--- config.mk ---
export PLATFORM = sky130hd
export DESIGN_NAME = tile_window_gen_flat
export DESIGN_NICKNAME = d
export VERILOG_FILES = /design/src/rtl/tile_window_gen_pkg.sv /design/src/rtl/tile_window_gen_if.sv /design/src/rtl/tile_window_gen_line_buf3.sv /design/src/rtl/tile_window_gen.sv /design/src/flat_wrapper.sv
export SDC_FILE = /design/constraint.sdc
export NUM_CORES = 2
export LEC_CHECK = 0
export CAP_MARGIN = 20
export CORE_ASPECT_RATIO = 1.75
export CORE_UTILIZATION = 56
export CTS_CLUSTER_SIZE = 10
export DETAILED_ROUTE_END_ITERATION = 8
export PLACE_DENSITY = 0.75
export SLEW_MARGIN = 20
export SYNTH_ARGS = -nofsm -noshare
export SYNTH_HDL_FRONTEND = slang
export SYNTH_SLANG_ARGS = --single-unit
--- constraint.sdc ---
create_clock -name clk -period 3.5 [get_ports clk]
set_clock_uncertainty 0.05 [all_clocks]
set_input_delay 0.35 -clock clk [delete_from_list [all_inputs] [get_ports clk]]
set_output_delay 0.35 -clock clk [all_outputs]
set_load 0.02 [all_outputs]
--- src/rtl/tile_window_gen_pkg.sv ---
// Shared definitions for the tile reader / window generator pipeline.
package tile_window_gen_pkg;

    // Window edge length of the convolution kernel.
    localparam int WIN_K = 3;

    // Stride encoding carried by cfg_stride2.
    typedef enum logic {
        STRIDE_1 = 1'b0,
        STRIDE_2 = 1'b1
    } stride_e;

    // Tile-level control states.
    typedef enum logic {
        ST_IDLE   = 1'b0,
        ST_ACTIVE = 1'b1
    } state_e;

    // Advance a row slot around the three-row circular buffer.
    function automatic logic [1:0] slotNext(input logic [1:0] slot);
        return (slot == 2'd2) ? 2'd0 : slot + 2'd1;
    endfunction

endpackage

--- src/rtl/tile_window_gen_if.sv ---
// Pixel-in / window-out stream bundle of the window generator.
interface tile_window_gen_if #(
    parameter int DATA_W = 8,
    parameter int DIM_W  = 16
);
    logic                  in_valid;
    logic                  in_ready;
    logic [DATA_W-1:0]     in_data;
    logic                  out_valid;
    logic                  out_ready;
    logic [9*DATA_W-1:0]   out_window;
    logic [DIM_W-1:0]      out_row;
    logic [DIM_W-1:0]      out_col;

    // Window generator side: consumes pixels, produces windows.
    modport slave (
        input  in_valid, in_data, out_ready,
        output in_ready, out_valid, out_window, out_row, out_col
    );

    // Upstream/downstream side: produces pixels, consumes windows.
    modport master (
        output in_valid, in_data, out_ready,
        input  in_ready, out_valid, out_window, out_row, out_col
    );
endinterface

--- src/rtl/tile_window_gen_line_buf3.sv ---
// Three-row circular line buffer: one write port, two same-column reads.
module line_buf3 #(
    parameter int DATA_W = 8,
    parameter int MAX_W  = 64,
    parameter int ADDR_W = (MAX_W > 1) ? $clog2(MAX_W) : 1
)(
    input  logic              clk,
    input  logic              i_wrEn,
    input  logic [1:0]        i_wrSlot,
    input  logic [ADDR_W-1:0] i_col,
    input  logic [DATA_W-1:0] i_wrData,
    input  logic [1:0]        i_rdSlotA,
    input  logic [1:0]        i_rdSlotB,
    output logic [DATA_W-1:0] o_rdDataA,
    output logic [DATA_W-1:0] o_rdDataB
);

    logic [DATA_W-1:0] r_mem [0:2][0:MAX_W-1];

    // Row storage is intentionally unreset; every slot is written before it is read.
    always_ff @(posedge clk) begin
        if (i_wrEn) begin
            case (i_wrSlot)
                2'd0:    r_mem[0][i_col] <= i_wrData;
                2'd1:    r_mem[1][i_col] <= i_wrData;
                2'd2:    r_mem[2][i_col] <= i_wrData;
                default: ;
            endcase
        end
    end

    // Asynchronous reads return the old contents, ahead of a same-cycle write.
    always_comb begin
        case (i_rdSlotA)
            2'd1:    o_rdDataA = r_mem[1][i_col];
            2'd2:    o_rdDataA = r_mem[2][i_col];
            default: o_rdDataA = r_mem[0][i_col];
        endcase
        case (i_rdSlotB)
            2'd1:    o_rdDataB = r_mem[1][i_col];
            2'd2:    o_rdDataB = r_mem[2][i_col];
            default: o_rdDataB = r_mem[0][i_col];
        endcase
    end

endmodule

--- src/rtl/tile_window_gen.sv ---
// Streaming 3x3 window generator for a raster-order zero-padded input tile.
module tile_window_gen
    import tile_window_gen_pkg::*;
#(
    parameter int DATA_W = 8,
    parameter int DIM_W  = 16,
    parameter int MAX_W  = 64
)(
    input  logic             clk,
    input  logic             rst_n,
    input  logic             start,
    input  logic [DIM_W-1:0] cfg_tile_in_h,
    input  logic [DIM_W-1:0] cfg_tile_in_w,
    input  logic             cfg_stride2,
    output logic             done,
    tile_window_gen_if.slave bus
);

    localparam int ADDR_W = (MAX_W > 1) ? $clog2(MAX_W) : 1;

    state_e              r_state;
    stride_e             r_stride;
    logic [DIM_W-1:0]    r_inH;
    logic [DIM_W-1:0]    r_inW;
    logic [DIM_W-1:0]    r_row;
    logic [DIM_W-1:0]    r_col;
    logic [1:0]          r_slot;
    logic                r_rowEven;
    logic                r_colEven;
    logic                r_lastSeen;
    logic                r_outValid;
    logic [9*DATA_W-1:0] r_outWindow;
    logic [DIM_W-1:0]    r_outRow;
    logic [DIM_W-1:0]    r_outCol;
    logic                r_done;
    logic [DATA_W-1:0]   r_win [0:WIN_K-1][0:WIN_K-1];

    logic                w_inReady;
    logic                w_accept;
    logic                w_rowWrap;
    logic                w_isLast;
    logic                w_emit;
    logic [DIM_W-1:0]    w_rowOff;
    logic [DIM_W-1:0]    w_colOff;
    logic [DATA_W-1:0]   w_rdOld;
    logic [DATA_W-1:0]   w_rdMid;
    logic [DATA_W-1:0]   w_newCol [0:WIN_K-1];
    logic [9*DATA_W-1:0] w_newWindow;

    // Input is held off once the last pixel of the tile has been taken.
    assign w_inReady = (r_state == ST_ACTIVE) && !r_lastSeen && (!r_outValid || bus.out_ready);
    assign w_accept  = w_inReady && bus.in_valid;
    assign w_rowWrap = (r_col == r_inW - DIM_W'(1));
    assign w_isLast  = w_rowWrap && (r_row == r_inH - DIM_W'(1));
    assign w_emit    = w_accept && (r_row >= DIM_W'(2)) && (r_col >= DIM_W'(2)) &&
                       ((r_stride == STRIDE_1) || (r_rowEven && r_colEven));
    assign w_rowOff  = r_row - DIM_W'(2);
    assign w_colOff  = r_col - DIM_W'(2);

    // Row r-2 lives one slot ahead of the write slot, row r-1 two slots ahead.
    line_buf3 #(
        .DATA_W (DATA_W),
        .MAX_W  (MAX_W),
        .ADDR_W (ADDR_W)
    ) u_lineBuf (
        .clk       (clk),
        .i_wrEn    (w_accept),
        .i_wrSlot  (r_slot),
        .i_col     (r_col[ADDR_W-1:0]),
        .i_wrData  (bus.in_data),
        .i_rdSlotA (slotNext(r_slot)),
        .i_rdSlotB (slotNext(slotNext(r_slot))),
        .o_rdDataA (w_rdOld),
        .o_rdDataB (w_rdMid)
    );

    assign w_newCol[0] = w_rdOld;
    assign w_newCol[1] = w_rdMid;
    assign w_newCol[2] = bus.in_data;

    // Flattened view of the window as it will look after this cycle's shift.
    always_comb begin
        w_newWindow = '0;
        for (int i = 0; i < WIN_K; i++) begin
            for (int j = 0; j < WIN_K - 1; j++) begin
                w_newWindow[DATA_W*(WIN_K*i+j) +: DATA_W] = r_win[i][j+1];
            end
            w_newWindow[DATA_W*(WIN_K*i+WIN_K-1) +: DATA_W] = w_newCol[i];
        end
    end

    // Tile control: config latch, raster counters, phase toggles, shift register and output slot.
    always_ff @(posedge clk or negedge rst_n) begin
        if (!rst_n) begin
            r_state     <= ST_IDLE;
            r_stride    <= STRIDE_1;
            r_inH       <= '0;
            r_inW       <= '0;
            r_row       <= '0;
            r_col       <= '0;
            r_slot      <= 2'd0;
            r_rowEven   <= 1'b1;
            r_colEven   <= 1'b1;
            r_lastSeen  <= 1'b0;
            r_outValid  <= 1'b0;
            r_outWindow <= '0;
            r_outRow    <= '0;
            r_outCol    <= '0;
            r_done      <= 1'b0;
            for (int i = 0; i < WIN_K; i++) begin
                for (int j = 0; j < WIN_K; j++) begin
                    r_win[i][j] <= '0;
                end
            end
        end else if (start) begin
            r_state    <= ST_ACTIVE;
            r_stride   <= stride_e'(cfg_stride2);
            r_inH      <= cfg_tile_in_h;
            r_inW      <= cfg_tile_in_w;
            r_row      <= '0;
            r_col      <= '0;
            r_slot     <= 2'd0;
            r_rowEven  <= 1'b1;
            r_colEven  <= 1'b1;
            r_lastSeen <= 1'b0;
            r_outValid <= 1'b0;
            r_done     <= 1'b0;
        end else begin
            r_done <= 1'b0;
            case (r_state)
                ST_IDLE: ;
                ST_ACTIVE: begin
                    if (r_lastSeen && !r_outValid) begin
                        r_done  <= 1'b1;
                        r_state <= ST_IDLE;
                    end else begin
                        if (w_accept) begin
                            for (int i = 0; i < WIN_K; i++) begin
                                r_win[i][0] <= r_win[i][1];
                                r_win[i][1] <= r_win[i][2];
                                r_win[i][2] <= w_newCol[i];
                            end
                            if (w_rowWrap) begin
                                r_col     <= '0;
                                r_row     <= r_row + DIM_W'(1);
                                r_slot    <= slotNext(r_slot);
                                r_rowEven <= !r_rowEven;
                                r_colEven <= 1'b1;
                            end else begin
                                r_col     <= r_col + DIM_W'(1);
                                r_colEven <= !r_colEven;
                            end
                            if (w_isLast) begin
                                r_lastSeen <= 1'b1;
                            end
                        end
                        if (w_emit) begin
                            r_outValid  <= 1'b1;
                            r_outWindow <= w_newWindow;
                            r_outRow    <= (r_stride == STRIDE_2) ? (w_rowOff >> 1) : w_rowOff;
                            r_outCol    <= (r_stride == STRIDE_2) ? (w_colOff >> 1) : w_colOff;
                        end else if (bus.out_ready) begin
                            r_outValid <= 1'b0;
                        end
                    end
                end
                default: r_state <= ST_IDLE;
            endcase
        end
    end

    // Unsupported geometry is only flagged in simulation.
    assert property (@(posedge clk) disable iff (!rst_n)
        start |-> ((cfg_tile_in_w >= DIM_W'(3)) && (cfg_tile_in_w <= DIM_W'(MAX_W)) &&
                   (cfg_tile_in_h >= DIM_W'(3))));

    assign bus.in_ready   = w_inReady;
    assign bus.out_valid  = r_outValid;
    assign bus.out_window = r_outWindow;
    assign bus.out_row    = r_outRow;
    assign bus.out_col    = r_outCol;
    assign done           = r_done;

endmodule

--- src/flat_wrapper.sv ---
// flat-port wrapper written by rule: the top's interface ports become plain ports
module tile_window_gen_flat import tile_window_gen_pkg::*;
#(
    parameter int DATA_W = 8,
    parameter int DIM_W  = 16,
    parameter int MAX_W  = 64
)
  (clk, rst_n, start, cfg_tile_in_h, cfg_tile_in_w, cfg_stride2, done, bus_in_valid, bus_in_data, bus_out_ready, bus_in_ready, bus_out_valid, bus_out_window, bus_out_row, bus_out_col);
  tile_window_gen_if #(.DATA_W(DATA_W), .DIM_W(DIM_W)) bus_i ();
  input  logic clk;
  input  logic rst_n;
  input  logic start;
  input  logic [DIM_W-1:0] cfg_tile_in_h;
  input  logic [DIM_W-1:0] cfg_tile_in_w;
  input  logic cfg_stride2;
  output logic done;
  input wire logic [$bits(bus_i.in_valid)-1:0] bus_in_valid;
  input wire logic [$bits(bus_i.in_data)-1:0] bus_in_data;
  input wire logic [$bits(bus_i.out_ready)-1:0] bus_out_ready;
  output wire logic [$bits(bus_i.in_ready)-1:0] bus_in_ready;
  output wire logic [$bits(bus_i.out_valid)-1:0] bus_out_valid;
  output wire logic [$bits(bus_i.out_window)-1:0] bus_out_window;
  output wire logic [$bits(bus_i.out_row)-1:0] bus_out_row;
  output wire logic [$bits(bus_i.out_col)-1:0] bus_out_col;
  assign bus_i.in_valid = bus_in_valid;
  assign bus_i.in_data = bus_in_data;
  assign bus_i.out_ready = bus_out_ready;
  assign bus_in_ready = bus_i.in_ready;
  assign bus_out_valid = bus_i.out_valid;
  assign bus_out_window = bus_i.out_window;
  assign bus_out_row = bus_i.out_row;
  assign bus_out_col = bus_i.out_col;
  tile_window_gen #(.DATA_W(DATA_W), .DIM_W(DIM_W), .MAX_W(MAX_W)) u_core (.clk(clk), .rst_n(rst_n), .start(start), .cfg_tile_in_h(cfg_tile_in_h), .cfg_tile_in_w(cfg_tile_in_w), .cfg_stride2(cfg_stride2), .done(done), .bus(bus_i));
endmodule
## Word level (Yosys, flattened, before mapping)

Memories as Yosys holds them, arrays and structs flattened.
Index checks and enable logic that the tools add are counted.
W data, S select, Z words.

| operators by class | value |
|---|---|
| multiplexer cells | 73 |
| eq/ne operators | 9 |
| $lt $le $gt $ge | 4 |
| bitwise operators | 4 |
| reduce and logical (&&, ||, !) cells | 30 |
| $add $sub $neg | 8 |

Operators by type and width:

| kind | number |
|---|---|
| $mux W512 | 7 |
| $reduce_or A512 Y1 | 2 |
| $mux W16 | 12 |
| $bmux W8 S6 | 3 |
| $mux W8 | 7 |
| $demux W8 S6 | 1 |
| $add A16 B1 Y16 const B | 2 |
| $eq A16 B16 Y1 | 2 |
| $ge A16 B2 Y1 const B | 2 |
| $mux W1 | 32 |
| $pmux W8 S2 | 2 |
| $sub A16 B1 Y16 const B | 2 |
| $sub A16 B2 Y16 const B | 2 |
| $mux W2 | 9 |
| $reduce_and A4 Y1 | 4 |
| $logic_and A1 B1 Y1 | 10 |
| $reduce_bool A2 Y1 | 4 |
| $ge A7 B7 Y1 const B | 1 |
| $lt A7 B1 Y1 const B | 1 |
| $not A6 Y7 | 1 |
| $eq A2 B1 Y1 const B | 3 |
| $eq A2 B2 Y1 const B | 3 |
| $reduce_and A3 Y1 | 2 |
| $add A2 B1 Y2 const B | 2 |
| other kinds (6) | 12 |

| word-level totals | value |
|---|---|
| register bits after elaboration | 225 |
| logic and storage cells | 150 |
| memories | 1 |
| RAM bits | 1536 |
| output and inout port bits | 107 |
| bits of input ports | 46 |

Memories:

| name | depth | bits a word | rd ports | clocked after memory_dff | wr ports | RTL line | source |
|---|---|---|---|---|---|---|---|
| u_core.u_lineBuf.r_mem | 3 | 512 | 3 | 0 | 1 | tile_window_gen_line_buf3.sv:18 | `logic [DATA_W-1:0] r_mem [0:2][0:MAX_W-1];` |

## Longest topological paths before layout

| logic depth | value |
|---|---|
| word-level depth | 11 |
| mapped depth | 16 |
| mapped depth without buffers | 10 |

## By module

From an unflattened synthesis, not the netlist that was laid out.

| second synthesis, totals | value |
|---|---|
| cell total of the unflattened synthesis | 4322 |
| area, all modules | 70629.0 sq um |

Modules (own cells, without submodules):

| module | cells each | sequential area each (sq um) | instances | area an instance (sq um) |
|---|---|---|---|---|
| line_buf3 | 3328 | 46124.2 | 1 | 59308.1 |
| tile_window_gen | 994 | 5632.9 | 1 | 11320.9 |

## Worst setup path before layout

OpenSTA, ideal clock, no wires.

| timing | value |
|---|---|
| path type | register to register |
| from | register u_core.r_col[0] |
| to | register u_core.r_outWindow[22] (netlist: u_core.bus.out_window[22]) |
| buffers on the path | 8 |
| setup time | 137 ps |
| arrival time | 3337 ps |
| required time | 3313 ps |
| period minus slack after synthesis | 3524 ps |
| setup slack | -24 ps |
| stages on the path, launching flop included | 16 |
| path through | dfrtp_1 > clkbuf_1 > buf_2 > buf_2 > buf_2 > inv_1 > clkbuf_1 > ha_1 > a211oi_1 > nand2_1 > nand3_1 > or3b_1 > clkbuf_1 > clkbuf_1 > clkbuf_1 > o21ai_0 |

| on the way | value |
|---|---|
| cells in the longest elaborated chain, start to end | 5 |
| elaborated cells on any way between the ends | 15 |
| classes of those cells | 1 x order compare; 10 x mux; 1 x bitwise; 3 x reduce/logical |

Ends and longest elaborated chain:

| what | RTL line | source |
|---|---|---|
| from (decl) | tile_window_gen.sv:26 | `logic [DIM_W-1:0] r_col;` |
| from (signal assigned) | tile_window_gen.sv:150 | `r_col <= r_col + DIM_W'(1);` |
| $not A6 Y7 (implied by the code) | tile_window_gen_line_buf3.sv:35, tile_window_gen_line_buf3.sv:36, tile_window_gen_line_buf3.sv:37 |  |
| $bmux W8 S6, on equally long branches | tile_window_gen_line_buf3.sv:37, tile_window_gen_line_buf3.sv:35, tile_window_gen_line_buf3.sv:36 |  |
| $mux W8, on equally long branches (2 in series) | tile_window_gen_line_buf3.sv:37, tile_window_gen_line_buf3.sv:35, tile_window_gen_line_buf3.sv:36 |  |
| $pmux W8 S2 | tile_window_gen_line_buf3.sv:34 | `case (i_rdSlotA)` |
| to (signal assigned) | tile_window_gen.sv:159 | `r_outWindow <= w_newWindow;` |
| to (decl) | tile_window_gen.sv:32 | `logic [9*DATA_W-1:0] r_outWindow;` |

Several ways; a longest one is shown, not always the timed one. The select of a mux whose other input is x is not followed.
A chain may end at the register's enable or synchronous reset.

## Worst setup path in the final report

| timing | value |
|---|---|
| from | register u_core.r_col[5] |
| to | register u_core.r_win[24] in the netlist's numbering |

| on the way | value |
|---|---|
| cells in the longest elaborated chain, start to end | 5 |
| elaborated cells on any way between the ends | 11 |
| classes of those cells | 10 x mux; 1 x bitwise |

Ends and longest elaborated chain:

| what | RTL line | source |
|---|---|---|
| $not A6 Y7 (implied by the code) (*) | tile_window_gen_line_buf3.sv:40, tile_window_gen_line_buf3.sv:41, tile_window_gen_line_buf3.sv:42 |  |
| $bmux W8 S6, on equally long branches | tile_window_gen_line_buf3.sv:42, tile_window_gen_line_buf3.sv:40, tile_window_gen_line_buf3.sv:41 |  |
| $mux W8, on equally long branches (2 in series) | tile_window_gen_line_buf3.sv:42, tile_window_gen_line_buf3.sv:40, tile_window_gen_line_buf3.sv:41 |  |
| $pmux W8 S2 (*) | tile_window_gen_line_buf3.sv:39 | `case (i_rdSlotB)` |
| to (signal, indexed assignment) | tile_window_gen.sv:139 | `r_win[i][0] <= r_win[i][1];` |
| to (signal, indexed assignment) | tile_window_gen.sv:140 | `r_win[i][1] <= r_win[i][2];` |
| to (signal, indexed assignment) | tile_window_gen.sv:141 | `r_win[i][2] <= w_newCol[i];` |
| to (decl) | tile_window_gen.sv:36 | `logic [DATA_W-1:0] r_win [0:WIN_K-1][0:WIN_K-1];` |

Every way passes the cells marked *; elsewhere a longest branch is shown, timed or not. The select of a mux whose other input is x is not followed.

==> out/results.tsv <==
stage	metric	value	unit
synth	area leader, netlist	edfxtp_1	
floorplanning	Ports	153	
final_layout	fillcell total	8064	
synth	Post-synth EDFFs	1536	
synth	Async SR Flop Fraction	12.78	%
synth	XOR/XNOR Fraction of Synth Area	0.9532	%
synth	Primary FF master, synth	edfxtp_1	
clock_tree	worst skew pair latency	0.85	ns
run_status	failing checks	setup timing	
clock_tree	CTS tree	built	
grt	grt ovf	0	
final_layout	Final Cell Area	83840	sq um
sta	worst setup margin	-0.04606	ns
final_layout	layout cells sized above 1	25.28	%
sta	fin crit share	101.3	%
synth	synth unique cells	79	
power_and_ir_drop	Leak	28.84	nW
final_layout	Core Util, Final	66.82	%
sta	Worst Max-Slew Pin Slew	1.146	ns
synth	main combinational cell family by area after synthesis	multiplexers	
grt	largest net degree at the start of global routing	113	
floorplanning	Die X	270.7	microns
grt	initial antenna violation count	9	
placed_design	gpl congestion	1.017	
synth	yosys synthesis warning count	0	
routing	final wirelength	218900	microns
placed_design	placed cell area	77910	sq um
hold_path	HP Class	input pin to flip-flop	
floorplanning	Starting Density	56.39	%
flow_run	max-cap violations	0	
clock_tree	Root Buffer	clkbuf_16	
routing	DRC	0	
placed_design	DP Wirelength	146600	microns
grt	first-pass GRT wire length	309500	microns
synth	top post-synthesis cells by area	edfxtp_1 65%, mux4_2 12%, dfrtp_1 7.9%	
routing	Pre-Repair DR Iteration Count	8	
power_and_ir_drop	Logic pwr share	7.2	%
floorplanning	die area	127800	sq um
power_and_ir_drop	Pint	34.46	mW
power_and_ir_drop	Clk network pwr share	40.6	%
synth	count leader, synth	edfxtp_1	
synth	Adder-Cell Fraction of Synth Area	0.2299	%
routing	routed wire length per instance	33.67	microns
floorplanning	Die Span Y	472.2	microns
clock_tree	Clock Path Buffers	3	
grt	GRT Util Overall	34.55	%
worst_setup_path	Setup crit start kind	flip-flop	
synth	mean area per synthesized cell	17.14	sq um
floorplanning	core area	125500	sq um
synth	synthesis-stage register bit count	1761	
power_and_ir_drop	switching pwr	10.03	mW
synth	Synth Instances	4128	
placed_design	IO Port Bufs	152	
clock_tree	clock slew at reported path FFs	0.06	ns
synth	synth cell count leaders	1536 x edfxtp_1, 546 x nand2_1, 364 x mux4_2	
sta	Hold Vio Cnt, Final	0	
synth	Post-Syn Nets	4187	
sta	Slew Limit Fails	0	
clock_tree	clock buffer count from CTS	194	
worst_setup_path	worst endpoint required time	4.22	ns
sta	Slew HR	23.59	%
worst_setup_path	critical-path maximum fanout	13	
floorplanning	# rows	172	
power_and_ir_drop	Switching Fraction	22.55	%
worst_setup_path	CP Data Arrival Time	4.26	ns
worst_setup_path	nature of the critical path endpoint	flip-flop	
final_layout	synthesis-to-finish area growth	18.50	%
routing	vias per cell	6.655	
run_status	result of the run	finished with violations	
synth	sequential fraction of the synthesis area	73.16	%
power_and_ir_drop	Flop pwr share	52.2	%
synth	Synth Area in Simple Gates	6.756	%
routing	Antenna Violating Nets Remaining	0	
worst_setup_path	crit path kind	flip-flop to flip-flop	
synth	Syn Std Cell Area	70750	sq um
sta	setup violators final	4	
synth	post-synth top area share	65.19	%
power_and_ir_drop	pwr/cell area	530.8	nW/um^2
routing	detailed-route via count	43280	
sta	crit path time final	3.546	ns
synth	post-synthesis compound-gate area fraction	3.564	%
routing	DRT iter0 DRCs	5706	
grt	vias in the first global route	43740	
clock_tree	H-tree Lvls	4	
final_layout	Final nets	4836	
sta	Fmax	282.0	MHz
clock_tree	Sink Count	1761	
power_and_ir_drop	Peak VDD IR	0.5214	mV
synth	multiplexer share of the synthesized area	13.79	%
==> per-layer routing <==
metal	global-route usage [%]	share of wire [%]	up-vias
li1	-	-	17330
met3	7.204	9.0	905
met4	31.44	11	6
met2	57.90	50	3138
met1	36.59	30	21900
met5	0	0.017	-
==> worst max-delay path, stage by stage, from the launching register on <==
cell and delay (ns):
dfrtp_2 0.75, buf_4 0.31, buf_4 0.20, and2_0 0.53
nand2_1 0.30, nor3_1 0.45, nor3_1 0.12, buf_4 0.16
a221oi_1 0.36, mux2_2 0.22
==> through the flow <==
stage / power (mW) / setup TNS (ns) / setup WS (ns) / hold slack (ns) / instances
after floorplan: 25.15 / 0 / 0.07182 / 0.004409 / 4128
after global placement: 26.63 / -1.738 / -0.2361 / 0.3991 / 6200
after detailed placement: 26.69 / -1.925 / -0.2403 / 0.4019 / 6200
after CTS: 44.49 / 0 / 0.0008953 / 0.006413 / 6476
after global routing: 45.44 / -0.005111 / -0.005111 / 0.03445 / 6502
final: 44.50 / -0.1213 / -0.04606 / 0.04322 / 6503
==> worst paths after layout <==
kind                                             start                                     to  slack [ns]  depth (start not counted)
setup / recovery           u_core.r_col[5]$_DFFE_PN0P_           u_core.r_win[24]$_DFFE_PN0P_       -0.05                          9
hold / removal                        cfg_tile_in_h[1]            u_core.r_inH[1]$_DFFE_PN0P_        0.04                          3
setup reg to reg           u_core.r_col[5]$_DFFE_PN0P_           u_core.r_win[24]$_DFFE_PN0P_       -0.05                          9
hold reg to reg            u_core.r_win[8]$_DFFE_PN0P_  u_core.bus.out_window[48]$_DFFE_PN0P_        0.41                          2
max in group asynchronous                        rst_n  u_core.bus.out_window[53]$_DFFE_PN0P_        2.31                          3
min in group asynchronous                        rst_n            u_core.r_inH[5]$_DFFE_PN0P_        0.10                          2
==> power groups by stage <==
stage,clock (mW),sequential [mW],combinational [mW]
floorplan,0,23.6,1.52
global placement,0,23.7,2.97
detailed placement,0,23.7,3.02
CTS,18.2,23.2,3.07
global route,18.9,23.3,3.31
finish,18.1,23.2,3.18
==> state kept, by name, summed over array words and instances, names as in the netlist, 2 cells and up <==
register / cells
u_core.bus.out_col: 16
u_core.bus.out_row: 16
u_core.r_row: 16
u_core.bus.out_window: 72
u_core.r_slot: 2
u_core.r_inW: 16
u_core.u_lineBuf.r_mem: 1536
u_core.r_inH: 16
u_core.r_col: 16
u_core.r_win: 48
==> cell usage in the layout, fill, tap and decap left out, drive strengths merged, types with 13 or more instances in the layout <==
| master | instances |
|---|---|
| or3 | 14 |
| or4 | 18 |
| mux2 | 43 |
| a31oi | 23 |
| buf | 550 |
| nor4 | 18 |
| nor3 | 36 |
| inv | 27 |
| o22ai | 40 |
| nand3 | 51 |
| ha | 13 |
| nand2 | 546 |
| a22o | 16 |
| xor2 | 31 |
| and3 | 14 |
| clkdlybuf4s50 | 142 |
| mux2i | 107 |
| dfrtp | 223 |
| and2 | 13 |
| o21ai | 87 |
| mux4 | 364 |
| nor2 | 315 |
| xnor2 | 46 |
| nor2b | 22 |
| nand4 | 19 |
| clkbuf | 251 |
| a21oi | 59 |
| edfxtp | 1536 |
| clkinv | 14 |
| a22oi | 35 |
| a221oi | 15 |
==> cells by family after synthesis <==
logic type	after synthesis
AO/OA/AOI/OAI	377
XOR/XNOR	77
adder cells (fa/ha/maj)	13
buffers and inverters	280
flip-flops	1761
multiplexers	514
AND/OR/NAND/NOR	1106
==> repair_timing <==
action                                  in CTS  in global routing
hold buffers                                11                  0
hold endpoints to repair                   241                  0
endpoints found under the setup margin      16                 43
resized for setup                            7                 24
buffers inserted                             1                 18
pin swaps                                    1                  4
gates cloned                                 0                  4
==> final cells by class <==
| class | count | area (sq um) | area share, % |
|---|---|---|---|
| Antenna cell | 5 | 12.51 | 0.01492 |
| Tap cell | 1653 | 2068 | 2.467 |
| Clock buffer | 248 | 5079 | 6.058 |
| Clock inverter | 16 | 335.3 | 0.4000 |
| Inverter | 26 | 98.84 | 0.1179 |
| Timing Repair Buffer | 706 | 6434 | 7.674 |
| Sequential cell | 1761 | 51770 | 61.76 |
| Multi-Input combinational cell | 2088 | 18030 | 21.51 |
Note: power is estimated with default switching activity, not from simulation.
